File: src/rtl/anfield_wb_bridge.sv
// Purpose : bridges a core's fetch, load and store requests onto one Wishbone
//           master port. Partial-mask stores are done as read-merge-write.
// Latency : strobe starts 1 cycle after a request is sampled in IDLE. The
//           result/pulse is visible 1 cycle after ack, or 1 cycle after timeout.
// Backpressure: core requests are levels sampled only in IDLE. Read data is held
//           with rd_ready_o until rd_shake_i. The bus is stalled by withholding
//           wb_ack_i, and the stall is bounded by TIMEOUT_CYCLES.
// Ports   : clk/rst_n; inst_* fetch channel; rd_*/raddr/rdata read channel with
//           handshake; wr_*/waddr/wdata/wmask write channel; bus_err_o timeout
//           pulse; wb_* Wishbone master (classic, single outstanding cycle).
module anfield_wb_bridge #(
    parameter int ADDR_WIDTH     = 32,
    parameter int DATA_WIDTH     = 32,
    parameter int TIMEOUT_CYCLES = 1024
) (
    input  logic                    clk,
    input  logic                    rst_n,
    input  logic                    inst_req_i,
    input  logic [ADDR_WIDTH-1:0]   inst_addr_i,
    output logic [DATA_WIDTH-1:0]   inst_o,
    output logic                    inst_ready_o,
    input  logic                    rd_req_i,
    input  logic [ADDR_WIDTH-1:0]   raddr_i,
    output logic [DATA_WIDTH-1:0]   rdata_o,
    output logic                    rd_ready_o,
    input  logic                    rd_shake_i,
    input  logic                    wr_req_i,
    input  logic [ADDR_WIDTH-1:0]   waddr_i,
    input  logic [DATA_WIDTH-1:0]   wdata_i,
    input  logic [DATA_WIDTH/8-1:0] wmask_i,
    output logic                    wr_done_o,
    output logic                    bus_err_o,
    output logic                    wb_cyc_o,
    output logic                    wb_stb_o,
    output logic                    wb_we_o,
    output logic [ADDR_WIDTH-1:0]   wb_addr_o,
    output logic [DATA_WIDTH-1:0]   wb_dat_o,
    input  logic [DATA_WIDTH-1:0]   wb_dat_i,
    input  logic                    wb_ack_i
);

    localparam int MASK_WIDTH = DATA_WIDTH / 8;
    localparam int CNT_WIDTH  = $clog2(TIMEOUT_CYCLES + 1);

    typedef enum logic [2:0] {
        IDLE, INST, DRD, RMW_RD, RMW_GAP, WR, RD_HOLD
    } state_t;

    state_t state, state_nxt;

    logic [ADDR_WIDTH-1:0] addr_q;
    logic [DATA_WIDTH-1:0] data_q;   // store data; overwritten with merged word after RMW read
    logic [MASK_WIDTH-1:0] mask_q;
    logic [CNT_WIDTH-1:0]  tmo_cnt;
    logic [DATA_WIDTH-1:0] merged;

    logic stb_phase;
    logic ack;
    logic tmo;

    // Strobe is a pure function of state, so an ack outside these states never
    // reaches any state or data update.
    assign stb_phase = (state == INST) || (state == DRD) ||
                       (state == RMW_RD) || (state == WR);
    assign ack       = stb_phase && wb_ack_i;
    // This cycle is the TIMEOUT_CYCLES-th strobe cycle without ack. An ack in
    // the same cycle wins because the term requires !wb_ack_i.
    assign tmo       = stb_phase && !wb_ack_i &&
                       (tmo_cnt == CNT_WIDTH'(TIMEOUT_CYCLES - 1));

    assign wb_addr_o = addr_q & ~ADDR_WIDTH'(3);
    assign wb_dat_o  = data_q;

    // Enabled bytes come from the store data; the rest come from the word just read.
    always_comb begin
        merged = data_q;
        for (int i = 0; i < MASK_WIDTH; i++) begin
            if (!mask_q[i]) begin
                merged[8*i +: 8] = wb_dat_i[8*i +: 8];
            end
        end
    end

    always_ff @(posedge clk or negedge rst_n) begin
        if (!rst_n) begin
            state <= IDLE;
        end else begin
            state <= state_nxt;
        end
    end

    always_comb begin
        state_nxt = state;
        wb_cyc_o  = 1'b0;
        wb_stb_o  = 1'b0;
        wb_we_o   = 1'b0;
        case (state)
            IDLE: begin
                if (wr_req_i) begin
                    state_nxt = (&wmask_i) ? WR : RMW_RD;
                end else if (rd_req_i) begin
                    state_nxt = DRD;
                end else if (inst_req_i) begin
                    state_nxt = INST;
                end
            end
            INST: begin
                wb_cyc_o = 1'b1;
                wb_stb_o = 1'b1;
                if (ack || tmo) state_nxt = IDLE;
            end
            DRD: begin
                wb_cyc_o = 1'b1;
                wb_stb_o = 1'b1;
                if (ack || tmo) state_nxt = RD_HOLD;
            end
            RMW_RD: begin
                wb_cyc_o = 1'b1;
                wb_stb_o = 1'b1;
                if (ack)      state_nxt = RMW_GAP;
                else if (tmo) state_nxt = IDLE;   // aborted: skip the write phase
            end
            RMW_GAP: begin
                wb_cyc_o  = 1'b1;                 // keep the bus locked between read and write
                state_nxt = WR;
            end
            WR: begin
                wb_cyc_o = 1'b1;
                wb_stb_o = 1'b1;
                wb_we_o  = 1'b1;
                if (ack || tmo) state_nxt = IDLE;
            end
            RD_HOLD: begin
                if (rd_shake_i) state_nxt = IDLE;
            end
            default: state_nxt = IDLE;
        endcase
    end

    // Counter is zero whenever strobe is low, so every strobe phase starts from 0.
    always_ff @(posedge clk or negedge rst_n) begin
        if (!rst_n) begin
            tmo_cnt <= '0;
        end else if (!stb_phase || wb_ack_i) begin
            tmo_cnt <= '0;
        end else begin
            tmo_cnt <= tmo_cnt + 1'b1;
        end
    end

    always_ff @(posedge clk or negedge rst_n) begin
        if (!rst_n) begin
            addr_q       <= '0;
            data_q       <= '0;
            mask_q       <= '0;
            inst_o       <= '0;
            inst_ready_o <= 1'b0;
            rdata_o      <= '0;
            rd_ready_o   <= 1'b0;
            wr_done_o    <= 1'b0;
            bus_err_o    <= 1'b0;
        end else begin
            inst_ready_o <= 1'b0;
            wr_done_o    <= 1'b0;
            bus_err_o    <= tmo;

            if (state == IDLE && state_nxt != IDLE) begin
                addr_q <= wr_req_i ? waddr_i : (rd_req_i ? raddr_i : inst_addr_i);
                data_q <= wdata_i;
                mask_q <= wmask_i;
            end

            case (state)
                INST: begin
                    if (ack || tmo) begin
                        inst_o       <= ack ? wb_dat_i : '0;
                        inst_ready_o <= 1'b1;
                    end
                end
                DRD: begin
                    if (ack || tmo) begin
                        rdata_o    <= ack ? wb_dat_i : '0;
                        rd_ready_o <= 1'b1;
                    end
                end
                RMW_RD: begin
                    if (ack) begin
                        data_q <= merged;
                    end else if (tmo) begin
                        wr_done_o <= 1'b1;
                    end
                end
                WR: begin
                    if (ack || tmo) wr_done_o <= 1'b1;
                end
                RD_HOLD: begin
                    if (rd_shake_i) rd_ready_o <= 1'b0;
                end
                default: ;
            endcase
        end
    end

endmodule

File: config.mk
export PLATFORM = sky130hd
export DESIGN_NAME = anfield_wb_bridge
export DESIGN_NICKNAME = d
export VERILOG_FILES = /design/src/rtl/anfield_wb_bridge.sv
export SDC_FILE = /design/constraint.sdc
export NUM_CORES = 1
export LEC_CHECK = 0
export CAP_MARGIN = 20
export CELL_PAD_IN_SITES_DETAIL_PLACEMENT = 1
export CELL_PAD_IN_SITES_GLOBAL_PLACEMENT = 1
export CORE_MARGIN = 2
export CORE_UTILIZATION = 42
export DETAILED_ROUTE_END_ITERATION = 10
export DONT_BUFFER_PORTS = 1
export GPL_ROUTABILITY_DRIVEN = 0
export HOLD_SLACK_MARGIN = 0.03
export PLACE_DENSITY = 0.8
export SKIP_CTS_REPAIR_TIMING = 1
export SLEW_MARGIN = 20
export SYNTH_ARGS = -nofsm -noshare
export SYNTH_HDL_FRONTEND = slang
export SYNTH_SLANG_ARGS = --single-unit
File: constraint.sdc
create_clock -name clk -period 2.9 [get_ports clk]
set_input_delay 0.29 -clock clk [delete_from_list [all_inputs] [get_ports clk]]
set_output_delay 0.29 -clock clk [all_outputs]
set_load 0.03 [all_outputs]
==> run summary <==
sw frac: 45.2%
setup TNS: 0 ns
Max Root-Sink Buffers: 2
core box area: 16000 sq um
Initial DRC Count: 270
clock power share: 22.3%
diodes inserted: 0
synthesized cell area: 6930 sq um
Clock Skew: 0.0118 ns
final setup fails: 0
number of enable flip-flop cells after synthesis: 0
largest net degree at the start of global routing: 149
wire per inst: 24.0 um
CTS H-tree lvls: 4
# DRC: 0
final worst-path cycle share: 95.7%
critical path launch point type: register
Leak: 3.79 nW
PwrDens: 1270 nW/um^2
endpoint class of the critical path: register
Worst-path clk slew: 0.07 ns
CP required: 3.20 ns
most frequent cells in the layout: dfrtp_1 (148), nand2_1 (102), nor2_1 (49), nand3_1 (37), o21ai_0 (37)
clk sinks: 148
hold_ws: -0.434 ns
die area: 17600 sq um
via count: 5362
Total GRT Usage: 23.4%
Final Cell Area: 8070 sq um
CTS tree: yes
final hold vios: 148
share of cells above drive strength 1: 13.7%
fin nets: 843
P&R area growth vs syn: 16.4%
worst slew pin tran: 0.838 ns
fin. max-slew vios: 0
crit-path max FO: 30
CTS buffer count: 17
clk_lat worst skew: 0.42 ns
crit path kind: reg -> reg
yosys warns: 0
num ports: 306
fmax: 360 MHz
worst hold path class: in -> async
failing checks: negative hold slack
GRT overflow: 0
register share of total power: 49.8%
crit path DAT: 3.08 ns
min Tclk post-route: 2.78 ns
ys flop type: dfrtp_1
die height: 132 um
RSZ-0062 raised after global routing: false
width of the die: 132 um
syn avg cell area: 10.7 sq um
final WL: 21600 um
Max Cap Viol: 0
cell internal pwr: 5.64 mW
status: complete, but fails checks
Detail Placement HPWL: 14700 um
share of flip-flops with an asynchronous set or reset: 100%
first-pass GRT wire length: 31700 um
Slew headroom: 44.1%
port bufs: 0
synth unique cells: 47
post-synthesis sequential area ratio: 53.4%
routed vias/inst: 5.96
maximum VDD drop: 0.000582 V
initial antenna violation count: 0
synthesis-stage register bit count: 148
Syn Inst Count: 651
DRT Pass-1 Iters: 4
commonest non-fill, non-tap cell in the layout: dfrtp_1
placed instance area: 7090 sq um
Rows: 46
Antenna Violating Nets Remaining: 0
vias in the first global route: 5514
share of total power in combinational logic: 27.9%
Starting Density: 43.3%
Clock Tree Root: clkbuf_16
Net Sw Power: 4.64 mW
==> synth_stat cells (all sizes together) (5+ instances only) <==
cell	number	area (sq um)
buf	17	134
a22oi	29	218
nand3	37	185
mux2	35	503
a22o	32	280
dfrtp	148	3700
nand2	102	383
nor2	49	184
o22ai	29	181
clkbuf	35	131
mux2i	36	360
or2	5	31.3
o21ai	37	185
==> path summary, 6_finish.rpt <==
check	from	end	slack [ns]	depth (start not counted)
min in group clk	wb_dat_i[4]	inst_o[4]	0.02	2
setup / recovery	tmo_cnt[0]	addr_q[26]	0.12	8
hold / removal	rst_n	rdata_o[31]	-0.43	0
setup reg to reg	tmo_cnt[0]	addr_q[26]	0.12	8
max in group asynchronous	rst_n	mask_q[3]	3.00	0
hold reg to reg	tmo_cnt[0]	tmo_cnt[0]	0.51	1
==> metal layers <==
metal,track usage (%),up-vias,part of all wire (%)
met4,11.4,0,2.3
li1,-,2355,-
met5,0,-,0
met3,6.32,31,7.1
met1,26.4,2705,38
met2,40.9,271,52
==> power by group through the flow <==
stage / clock (mW) / sequential (mW) / combinational (mW)
global placement: 0 / 5.10 / 2.64
finish: 2.29 / 5.11 / 2.87
global route: 2.43 / 5.19 / 3.13
floorplan: 0 / 4.79 / 2.35
detailed placement: 0 / 5.15 / 2.82
CTS: 2.34 / 5.12 / 2.83
==> flip-flops by register name, indices dropped and copies added (netlist names) <==
| name | cells |
|---|---|
| mask_q | 4 |
| state | 3 |
| inst_o | 32 |
| rdata_o | 32 |
| bus_err_o | 1 |
| inst_ready_o | 1 |
| wr_done_o | 1 |
| addr_q | 30 |
| wb_dat_o | 32 |
| tmo_cnt | 11 |
| rd_ready_o | 1 |
==> worst max-delay path: stages, from the launching register on <==
cell	delay [ns]
dfrtp_1	0.40
ha_2	0.25
nand4_2	0.17
o31ai_2	0.30
mux2_2	0.42
o41ai_4	0.32
buf_4	0.19
buf_12	0.23
mux2_2	0.37
==> final cells by class <==
type | instances | area, sq um
Multi-Input combinational cell | 448 | 2960
Clock buffer | 19 | 443
Sequential cell | 148 | 3700
Fill cell | 1758 | 7930
Clock inverter | 13 | 171
Timing Repair Buffer | 52 | 505
Inverter | 4 | 15.0
Tap cell | 216 | 270
==> cells by family after synthesis <==
kind of cell	count (synthesis)	synth area share (%)
simple gates	223	14.3
flops	148	53.4
other cells	1	0.0541
mux	71	12.5
xor+xnor	8	1.01
buf+inv	56	4.04
compound gates	143	14.6
fa+ha+maj	1	0.180
==> metrics by stage <==
stage | power, mW | util, % | cells | worst slack (ns)
after CTS | 10.3 | 48.1 | 863 | 0.0815
after floorplan | 7.14 | - | 652 | 0.0889
final | 10.3 | 50.4 | 900 | 0.124
after detailed placement | 7.96 | 44.3 | 831 | 0.123
after global placement | 7.74 | 44.3 | 831 | 0.205
after global routing | 10.7 | 50.4 | 900 | 0.000896
No activity file was read; power rests on OpenSTA's default activity.
